`config.mk`:
```
export PLATFORM = sky130hd
export DESIGN_NAME = branch_target_buffer_flat
export DESIGN_NICKNAME = d
export VERILOG_FILES = /design/src/rtl/branch_target_buffer_if.sv /design/src/rtl/branch_target_buffer.sv /design/src/flat_wrapper.sv
export SDC_FILE = /design/constraint.sdc
export NUM_CORES = 1
export LEC_CHECK = 0
export CORE_MARGIN = 5
export CORE_UTILIZATION = 62
export CTS_CLUSTER_DIAMETER = 200
export DETAILED_ROUTE_END_ITERATION = 8
export PLACE_DENSITY_LB_ADDON = 0.3
export SLEW_MARGIN = 0
export SYNTH_ARGS = -nofsm -noshare
export SYNTH_HDL_FRONTEND = slang
export SYNTH_SLANG_ARGS = --single-unit
```
`constraint.sdc`:
```
create_clock -name clk -period 7.3 [get_ports clk]
set_clock_uncertainty 0.1 [all_clocks]
set_input_delay 1.095 -clock clk [delete_from_list [all_inputs] [get_ports clk]]
set_output_delay 1.095 -clock clk [all_outputs]
set_load 0.01 [all_outputs]
```
`src/rtl/branch_target_buffer_if.sv`:
```
// Fetch/execute-facing bundle for the branch target buffer: lookup PC,
// resolved-branch update port and prediction outputs.
interface branch_target_buffer_if #(
  parameter int XLEN = 32
);
  logic [XLEN-1:0] PC;
  logic            upd_en;
  logic [XLEN-1:0] upd_PC;
  logic            upd_taken;
  logic [XLEN-1:0] upd_target;
  logic            hit;
  logic            taken;
  logic [XLEN-1:0] pred_PC;

  modport master (
    output PC, upd_en, upd_PC, upd_taken, upd_target,
    input  hit, taken, pred_PC
  );

  modport slave (
    input  PC, upd_en, upd_PC, upd_taken, upd_target,
    output hit, taken, pred_PC
  );
endinterface

```
`src/rtl/branch_target_buffer.sv`:
```
// Direct-mapped BTB with 2-bit saturating direction counters.
// Optional macro BTB_FWD_EN forwards a same-cycle update to a lookup at the same index.
module branch_target_buffer #(
  parameter int XLEN  = 32,
  parameter int IDX_W = 4
) (
  input logic                    clk,
  input logic                    rst,
  branch_target_buffer_if.slave  bus
);
  localparam int ENTRIES = 2 ** IDX_W;
  localparam int TAG_W   = XLEN - IDX_W - 2;

  logic             valid_q  [ENTRIES];
  logic [TAG_W-1:0] tag_q    [ENTRIES];
  logic [XLEN-1:0]  target_q [ENTRIES];
  logic [1:0]       ctr_q    [ENTRIES];

  logic [IDX_W-1:0] u_idx;
  logic [TAG_W-1:0] u_tag;
  logic             u_hit;
  logic             wr_d;
  logic [TAG_W-1:0] tag_d;
  logic [XLEN-1:0]  target_d;
  logic [1:0]       ctr_d;

  logic [IDX_W-1:0] l_idx;
  logic [TAG_W-1:0] l_tag;
  logic             l_valid;
  logic [TAG_W-1:0] l_tag_e;
  logic [XLEN-1:0]  l_target;
  logic [1:0]       l_ctr;
  logic             unused_addr_lsb;

  assign u_idx = bus.upd_PC[IDX_W+1:2];
  assign u_tag = bus.upd_PC[XLEN-1:IDX_W+2];
  assign u_hit = valid_q[u_idx] && (tag_q[u_idx] == u_tag);
  assign l_idx = bus.PC[IDX_W+1:2];
  assign l_tag = bus.PC[XLEN-1:IDX_W+2];
  assign unused_addr_lsb = ^bus.upd_PC[1:0];

  // Not-taken misses never allocate, so only hits or taken misses write.
  always_comb begin
    wr_d     = 1'b0;
    tag_d    = u_tag;
    target_d = target_q[u_idx];
    ctr_d    = ctr_q[u_idx];
    if (bus.upd_en) begin
      if (u_hit) begin
        wr_d = 1'b1;
        if (bus.upd_taken) begin
          target_d = bus.upd_target;
          if (ctr_q[u_idx] != 2'b11) ctr_d = ctr_q[u_idx] + 2'd1;
        end else if (ctr_q[u_idx] != 2'b00) begin
          ctr_d = ctr_q[u_idx] - 2'd1;
        end
      end else if (bus.upd_taken) begin
        wr_d     = 1'b1;
        target_d = bus.upd_target;
        ctr_d    = 2'b10;
      end
    end
  end

  always_ff @(posedge clk) begin
    if (rst) begin
      for (int i = 0; i < ENTRIES; i++) begin
        valid_q[i] <= 1'b0;
        ctr_q[i]   <= 2'b01;
      end
    end else if (wr_d) begin
      valid_q[u_idx]  <= 1'b1;
      tag_q[u_idx]    <= tag_d;
      target_q[u_idx] <= target_d;
      ctr_q[u_idx]    <= ctr_d;
    end
  end

  always_comb begin
    l_valid  = valid_q[l_idx];
    l_tag_e  = tag_q[l_idx];
    l_target = target_q[l_idx];
    l_ctr    = ctr_q[l_idx];
`ifdef BTB_FWD_EN
    if (wr_d && !rst && (u_idx == l_idx)) begin
      l_valid  = 1'b1;
      l_tag_e  = tag_d;
      l_target = target_d;
      l_ctr    = ctr_d;
    end
`else
`endif
  end

  assign bus.hit     = l_valid && (l_tag_e == l_tag);
  assign bus.taken   = bus.hit && l_ctr[1];
  assign bus.pred_PC = bus.taken ? l_target : bus.PC + XLEN'(4);
endmodule

```
`src/flat_wrapper.sv`:
```
// flat-port wrapper written by rule: the top's interface ports become plain ports
module branch_target_buffer_flat 
#(
  parameter int XLEN  = 32,
  parameter int IDX_W = 4
)
  (clk, rst, bus_PC, bus_upd_en, bus_upd_PC, bus_upd_taken, bus_upd_target, bus_hit, bus_taken, bus_pred_PC);
  branch_target_buffer_if #(.XLEN(XLEN)) bus_i ();
  input logic clk;
  input logic rst;
  input wire logic [$bits(bus_i.PC)-1:0] bus_PC;
  input wire logic [$bits(bus_i.upd_en)-1:0] bus_upd_en;
  input wire logic [$bits(bus_i.upd_PC)-1:0] bus_upd_PC;
  input wire logic [$bits(bus_i.upd_taken)-1:0] bus_upd_taken;
  input wire logic [$bits(bus_i.upd_target)-1:0] bus_upd_target;
  output wire logic [$bits(bus_i.hit)-1:0] bus_hit;
  output wire logic [$bits(bus_i.taken)-1:0] bus_taken;
  output wire logic [$bits(bus_i.pred_PC)-1:0] bus_pred_PC;
  assign bus_i.PC = bus_PC;
  assign bus_i.upd_en = bus_upd_en;
  assign bus_i.upd_PC = bus_upd_PC;
  assign bus_i.upd_taken = bus_upd_taken;
  assign bus_i.upd_target = bus_upd_target;
  assign bus_hit = bus_i.hit;
  assign bus_taken = bus_i.taken;
  assign bus_pred_PC = bus_i.pred_PC;
  branch_target_buffer #(.XLEN(XLEN), .IDX_W(IDX_W)) u_core (.clk(clk), .rst(rst), .bus(bus_i));
endmodule
```
==> Word-level counts from Yosys, hierarchy flattened <==
Memory sizes are Yosys's and may differ from the RTL's.
Index checks and enable logic that the tools add are counted.
{ "totals": {"output_inout_bits": 34, "mem_count": 4, "inputBits": 100, "ramBits": 976, "word_cells": 42, "ff_bits": 0} }
{ "memory_table": {"columns": ["memory", "words", "width", "rd", "rd_clocked_by_memory_dff", "write_ports", "line_no", "source"], "rows": [
  ["u_core.target_q", 16, 32, 1, 0, 1, "branch_target_buffer.sv:16", "logic [XLEN-1:0] target_q [ENTRIES];"],
  ["u_core.tag_q", 16, 26, 2, 0, 1, "branch_target_buffer.sv:15", "logic [TAG_W-1:0] tag_q [ENTRIES];"],
  ["u_core.ctr_q", 16, 2, 2, 0, 16, "branch_target_buffer.sv:17", "logic [1:0] ctr_q [ENTRIES];"],
  ["u_core.valid_q", 16, 1, 2, 0, 16, "branch_target_buffer.sv:14", "logic valid_q [ENTRIES];"]
]} }
{ "classes": {"muxes": 23, "add_sub_neg": 3, "reduce_logical": 7, "n_eq_ne": 5} }
{ "ops": {"columns": ["op", "n"], "rows": [
  ["two-way mux 32 bit", 3],
  ["== test 26 bit", 2],
  ["adder 32 x 3 -> 32 bit (second input constant)", 1],
  ["two-way mux 2 bit", 7],
  ["two-way mux 1 bit", 11],
  ["two-way mux 4 bit", 2],
  ["inequality test 2 bit (second input constant)", 2],
  ["logical AND 1 bit", 3],
  ["AND reduction 3 bit", 1],
  ["adder 2 x 1 -> 2 bit (second input constant)", 1],
  ["nonzero test 2 bit", 1],
  ["OR reduction 2 bit", 1],
  ["subtractor 2 x 1 -> 2 bit (second input constant)", 1],
  ["inequality test 1 bit (second input constant)", 1],
  ["OR reduction 1 bit", 1]
]} }

==> Logic depth before layout (Yosys ltp) <==
Gate-level depths: netlist of the first run.
An unclocked memory read counts as a cell.
{ "depth": {"depth_word": 10, "ltp_mapped": 15} }

==> Worst setup path before layout of the first run <==
OpenSTA, ideal clock, no wires.
{ "synth_path": {"path_kind": "input to output", "start": "input port bus_PC[2]", "end": "output port bus_pred_PC[26]", "path_stages": 10, "path_buffers": 7, "t_arrival_ps": 4432, "path_slack_ps": 1673, "t_required_ps": 6105, "cell_sequence": "buf_2 -> buf_2 -> buf_2 -> buf_2 -> buf_2 -> buf_2 -> buf_1 -> mux4_2 -> mux4_2 -> mux2_2"} }
{ "synth_via": {"elab_chain_len": 5, "elab_cells_between_ends": 9} }
{ "synth_lines": {"columns": ["element", "line_no", "source"], "rows": [
  ["start, declared", "flat_wrapper.sv:11", "input wire logic [$bits(bus_i.PC)-1:0] bus_PC;"],
  ["memory read (16 x 26 bit)", null, null],
  ["== test 26 bit", "branch_target_buffer.sv:95", "assign bus.hit = l_valid && (l_tag_e == l_tag);"],
  ["logical AND 1 bit", "branch_target_buffer.sv:95", null],
  ["logical AND 1 bit", "branch_target_buffer.sv:96", "assign bus.taken = bus.hit && l_ctr[1];"],
  ["two-way mux 32 bit (*)", "branch_target_buffer.sv:97", "assign bus.pred_PC = bus.taken ? l_target : bus.PC + XLEN'(4);"],
  ["end, declared", "flat_wrapper.sv:18", "output wire logic [$bits(bus_i.pred_PC)-1:0] bus_pred_PC;"]
]} }
Mark *: on every way between the ends. The rest lies on a longest branch, timed or not.

==> Worst setup path in the final report of the first run <==
{ "layout_path": {"start": "input port bus_PC[5]", "end": "output port bus_pred_PC[12]"} }
The elaborated chain is that of the path after synthesis.

==> reports/qor.txt, run 1 <==
CTS buffer count: 95
Placer Congestion: 0.942
First-pass DRT Iterations: 6
DR iter-0 viols: 3683
total clock sinks: 976
CTS tree: built
Lkg Pwr: 15.9 nW
area growth from synthesis to layout: 14.0%
postcts setup bufs: 0
HPWL after DPL: 68800 µm
dpl cell area: 46200 µm²
Via density: 7.22
Seq cells post-synth: 976
fill count: 4133
pins over their slew limit: 0
CTS resizes: 0
sw frac: 0.223
Core Region: 69700 µm²
Tightest Pin Transition: 1.22 ns
Setup Crit Path Kind: in2out
setup_tns: 0 ns
Layout Utilization: 0.709
CP endpoint kind: primary output
EDFF count, synth: 960
Cell Pwr Density: 246 nW/µm²
Critical Path Start Type: primary input
vias: 24.8k
sw power: 2.71 mW
register area share after synthesis: 0.673
CTS hold repair buffers: 0
hold path start: u_core.valid_q[4]$_DFF_P_
final setup margin: 0.394 ns
Primary FF master, synth: edfxtp_1
Mapped Area: 43300 µm²
Worst slew margin: 0.184
min Tclk post-route: 6.91 ns
final-stage net count: 2525
Setup Viol. Count Final: 0
Critical R2R Launch: u_core.tag_q[5][5]$_DFFE_PP_
final period utilization: 0.946
Placed Cells: 3267
drt drc: 0
initial antenna violation count: 9
Clock Pin Slew Worst Setup and Hold Paths: 0.06 ns
largest net degree at the start of global routing: 130
commonest non-fill, non-tap cell in the layout: edfxtp_1
Netlist cell types: 71
# H-tree levels: 3
Die W: 274 µm
Post-synth ARST share: 0
area of the multi-input gates: 13600 µm²
Final Hold Violating Endpoints: 0
Comb pwr share: 0.076
Clock power frac: 0.411
vias in the first global route: 25.3k
maxcap violations: 0
flop2flop setup slack: 2.85 ns
Hold Crit Class: reg2reg
total die area: 75200 µm²
WP data arrival: 5.71 ns
register area: 29100 µm²
I/O Pins: 134
initial core utilization: 0.622
overall power: 12.1 mW
P_int: 9.43 mW
Crit path required time: 6.11 ns
Fin Hold WS: 0.398 ns
worst-path maximum fanout: 33
worst vdd ir: 0.000242 V
Synth area leaders: edfxtp_1 (67%), mux4_2 (16%), mux2i_1 (4.3%)
Longest Clk Path Bufs: 3
Row Count: 97
Layout Cells excl Fill: 3441
commonest cells after routing, fill and taps aside: edfxtp_1 (960), mux4_2 (312), mux2i_1 (184)
final instance area: 49400 µm²
Synth Net Count: 2367
status: finished, final reports clean
top-area cell type share of the netlist area: 0.666
RSZ-0062 raised after global routing: false
fmax: 145 MHz
share of cells above drive strength 1: 0.253
critical path startpoint: bus_PC[5]
first-pass GRT wire length: 172000 µm
Chip Height: 274 µm
Syn Inst Count: 2266
Root Buffer: clkbuf_16
WL per Instance: 34.8 µm
Clock Latency Late Sink: 0.67 ns
YS warnings: 0
final WL: 120000 µm
IO buf count: 131
post-route ant nets: 0
gr usage total: 0.319
gr ovfl total: 0
pre-CTS WS: 0.473 ns
mean cell area of the mapped netlist: 19.1 µm²
Synth area leader: edfxtp_1
Seq pwr share: 0.513
[cells by family (layout without fill, tap and decap cells)]
kind of cell             after synthesis  in the layout  synth area share
flip-flops                           976            976             0.673
multiplexers                         554            554             0.223
AND/OR/NAND/NOR                      240            240            0.0288
AO/OA/AOI/OAI                        238            238            0.0409
buffers and inverters                181            410            0.0183
XOR/XNOR                              75             75            0.0152
adder cells (fa/ha/maj)                2              2          0.000520
other                                  0              6                 0
[cell usage after synthesis (5+ instances only)]
cell       instances
mux4_2           312
a21oi_2           10
nand3_1           18
nor3_1            13
mux4_1            10
a221oi_1           9
clkbuf_1          62
a211o_1           17
xor2_1            29
and2_1             7
a22oi_1           46
buf_1             28
nand4_1            9
o211ai_1           5
nand2_1           60
nor2_1            50
nor4_1             9
dfxtp_1           16
a22o_1            18
inv_1             30
o21bai_1          17
mux2_2            48
a21oi_1           28
and4_1             6
xnor2_1           46
edfxtp_1         960
and3_1            20
o22ai_1           27
nor2b_1           22
a2111oi_0          5
o21ai_0           13
buf_2             53
a211oi_1           9
mux2i_1          184
[worst max-delay path, cell delays in order]
cell,delay [ns]
buf_2,0.30
nor2_1,0.99
a22oi_1,0.24
nand2_1,0.16
o22ai_1,0.10
or4_1,0.43
a2111oi_0,0.59
nor4bb_4,0.53
buf_12,0.32
mux2_2,0.43
clkdlybuf4s50_1,0.50
[registers in the layout, indices dropped and copies added (netlist names)]
name,count
u_core.ctr_q,32
u_core.tag_q,416
u_core.target_q,512
u_core.valid_q,16
[final cells by class]
type / instances / share of cell area
inverters: 31 / 0.00241
flip-flops and latches: 976 / 0.590
diodes: 6 / 0.000304
repair buffers: 211 / 0.0431
well taps: 940 / 0.0238
multi-input cells: 1109 / 0.276
clock buffers: 109 / 0.0492
clock inverters: 59 / 0.0147
[final timing paths]
| kind | to | depth (start not counted) |
|---|---|---|
| min reg2reg | u_core.valid_q[4]$_DFF_P_ | 2 |
| max | bus_pred_PC[12] | 11 |
| min | u_core.valid_q[4]$_DFF_P_ | 2 |
| max reg2reg | u_core.tag_q[2][13]$_DFFE_PP_ | 10 |
[power by group through the flow]
stage	Sequential (mW)	Clock, mW	Combinational [mW]
2_1_floorplan	6.33	0	0.539
4_1_cts	6.22	5.02	0.915
6_report	6.22	4.99	0.927
3_3_place_gp	6.33	0	0.883
3_5_place_dp	6.34	0	0.903
5_1_grt	6.22	5.30	0.967
[routing by layer]
metal  track usage  vias to the layer above  share of wire
met5             0                        -        0.00034
met4         0.135                        6          0.045
met3        0.0779                      361           0.12
met2         0.517                     1901           0.49
met1         0.420                    12735           0.34
li1              -                     9839              -
Power figures use the tool's default switching activity.
==> inputs of run 2 (changes only) <==
CORE_ASPECT_RATIO = 0.5   (was not set)
==> run 2 against run 1 <==
Against the previous run: sequential power barely moved; cell count fell by 0.12%; routed wire length fell by 0.40%; count of clock-buffer cells in the layout fell by 8; final area fell by 0.94%; setup slack got worse by 0.20 ns; power fell by 5.4%; utilization fell by 0.077 points; first-iteration DRC count rose by 20%; largest power group unchanged.
==> reports/qor.txt, run 2 (same netlist as run 1, synthesis figures left out) <==
status: finished, final reports clean (unchanged)
IO buf count: 131 (unchanged)
WL per Instance: 34.7 µm (was 34.8 µm)
total clock sinks: 976 (unchanged)
postcts setup bufs: 0 (unchanged)
met1 global-route usage: 0.446 (was 0.420)
Placed Cells: 3282 (was 3267)
met2 Usage GRT: 0.503 (was 0.517)
Setup Crit Path Kind: in2out (unchanged)
Layout Cells excl Fill: 3437 (was 3441)
final setup margin: 0.191 ns (was 0.394 ns)
largest net degree at the start of global routing: 94 (was 130)
final period utilization: 0.974 (was 0.946)
total die area: 75600 µm² (was 75200 µm²)
vias: 24.9k (was 24.8k)
Critical Path Start Type: primary input (unchanged)
Crit path required time: 6.11 ns (about the same)
Via density: 7.25 (was 7.22)
Clock Pin Slew Worst Setup and Hold Paths: 0.07 ns (was 0.06 ns)
fmax: 141 MHz (was 145 MHz)
CP Cell Sequence: buf_2 > buf_4 > nor2b_1 > buf_4 > a22oi_1 > and4b_1 > nor4_1 > nand4_1 > a2111oi_0 > buf_4 > nor4bb_4 > buf_12 > mux2_2 > clkdlybuf4s50_1 (was buf_2 > nor2_1 > a22oi_1 > nand2_1 > o22ai_1 > or4_1 > a2111oi_0 > nor4bb_4 > buf_12 > mux2_2 > clkdlybuf4s50_1)
setup_tns: 0 ns (unchanged)
CTS tree: built (unchanged)
Lkg Pwr: 15.7 nW (was 15.9 nW)
Root Buffer: clkbuf_16 (unchanged)
gr usage total: 0.320 (was 0.319)
Setup Viol. Count Final: 0 (unchanged)
Hold Crit Class: reg2reg (unchanged)
gr ovfl total: 0 (unchanged)
DR iter-0 viols: 4436 (was 3683)
Cell Pwr Density: 235 nW/µm² (was 246 nW/µm²)
WP data arrival: 5.91 ns (was 5.71 ns)
drt drc: 0 (unchanged)
Clock Latency Late Sink: 0.66 ns (was 0.67 ns)
max reg flops: 512 (unchanged)
commonest non-fill, non-tap cell in the layout: edfxtp_1 (unchanged)
RSZ-0062 raised after global routing: false (unchanged)
Longest Clk Path Bufs: 3 (unchanged)
# H-tree levels: 3 (unchanged)
initial core utilization: 0.627 (was 0.622)
final WL: 119000 µm (was 120000 µm)
register area: 29100 µm² (unchanged)
Row Count: 68 (was 97)
commonest cells after routing, fill and taps aside: edfxtp_1 (960), mux4_2 (312), mux2i_1 (184) (unchanged)
Final Hold Violating Endpoints: 0 (unchanged)
CTS buffer count: 83 (was 95)
min Tclk post-route: 7.11 ns (was 6.91 ns)
CTS hold repair buffers: 0 (unchanged)
pre-CTS WS: 0.352 ns (was 0.473 ns)
area growth from synthesis to layout: 13.0% (was 14.0%)
Worst slew margin: 0.146 (was 0.184)
busiest grt layer: met2 (unchanged)
post-route ant nets: 0 (unchanged)
First-pass DRT Iterations: 8 (was 6)
area of the multi-input gates: 13600 µm² (unchanged)
HPWL after DPL: 68800 µm (about the same)
largest registers: u_core.target_q (512), u_core.tag_q (416), u_core.ctr_q (32) (unchanged)
Placer Congestion: 0.910 (was 0.942)
pins over their slew limit: 0 (unchanged)
share of cells above drive strength 1: 0.250 (was 0.253)
CTS resizes: 0 (unchanged)
CP delay by family, top: buffers and inverters (was simple AND/OR/NAND/NOR gates)
CP max stage cell: a2111oi_0 (was nor2_1)
met3 Use GR: 0.0701 (was 0.0779)
I/O Pins: 134 (unchanged)
worst-path maximum fanout: 33 (unchanged)
CP peak stage delay: 0.83 ns (was 0.99 ns)
Chip Height: 197 µm (was 274 µm)
Die W: 384 µm (was 274 µm)
first-pass GRT wire length: 173000 µm (was 172000 µm)
CP endpoint kind: primary output (unchanged)
Core Region: 69100 µm² (was 69700 µm²)
worst vdd ir: 0.000185 V (was 0.000242 V)
Tightest Pin Transition: 1.28 ns (was 1.22 ns)
Crit path top cell by count: buf_4
Layout Utilization: 0.708 (was 0.709)
Bufs and invs on worst path: 6 (was 3)
maxcap violations: 0 (unchanged)
fill count: 4131 (was 4133)
vias in the first global route: 25.0k (was 25.3k)
Most flops, register: u_core.target_q (unchanged)
initial antenna violation count: 7 (was 9)
final-stage net count: 2523 (was 2525)
-- run 2: cell count changes in the layout (fill, tap and decap cells not counted), sizes merged --
cell	change
clkinv	-2
inv	-1
clkinvlp	+1
bufinv	-8
clkbuf	-8
diode	-1
buf	+10
-- run 2: worst paths after layout --
kind	from	depth (start not counted)	slack, ns	endpoint
worst max-delay path	bus_PC[5]	14	0.19	bus_pred_PC[30]
worst min-delay path	u_core.valid_q[14]$_DFF_P_	2	0.39	u_core.valid_q[14]$_DFF_P_
worst max register to register	u_core.tag_q[7][5]$_DFFE_PP_	10	2.81	u_core.tag_q[7][11]$_DFFE_PP_
worst min register to register	u_core.valid_q[14]$_DFF_P_	2	0.39	u_core.valid_q[14]$_DFF_P_
-- run 2: power by group --
group	leakage (nW)	internal [mW]	switching, mW
clock	1.26	2.30	2.01
sequential	8.79	6.20	0.0193
combinational	5.61	0.398	0.548
-- run 2: area by class of cell --
type | count | area share
Multi-Input combinational cell | 1109 | 0.279
Antenna cell | 5 | 0.000256
Inverter | 31 | 0.00243
Timing Repair Buffer | 221 | 0.0459
Tap cell | 945 | 0.0242
Clock buffer | 101 | 0.0451
Clock inverter | 49 | 0.00752
Sequential cell | 976 | 0.596
-- run 2: tightest hold or removal path: cells and delay by family (launching register included) --
| kind | cells | cell delay (ns) |
|---|---|---|
| AOI/OAI and AO/OA | 1 | 0.07 |
| buffers and inverters | 1 | 0.05 |
| DFF | 1 | 0.32 |
-- run 2: stage by stage --
| stage | hold WS (ns) | power [mW] | area, µm² |
|---|---|---|---|
| floorplan | 0.359 | 6.87 | 43300 |
| global placement | 0.367 | 7.24 | 46300 |
| detailed placement | 0.375 | 7.26 | 46300 |
| CTS | 0.386 | 11.5 | 48900 |
| global route | 0.410 | 11.8 | 48900 |
| finish | 0.389 | 11.5 | 48900 |
-- run 2: layer usage --
metal / wire [µm] / share of wire
met1: 43400 / 0.36
met2: 56800 / 0.48
met3: 13800 / 0.12
met4: 5320 / 0.045
met5: 0 / 0
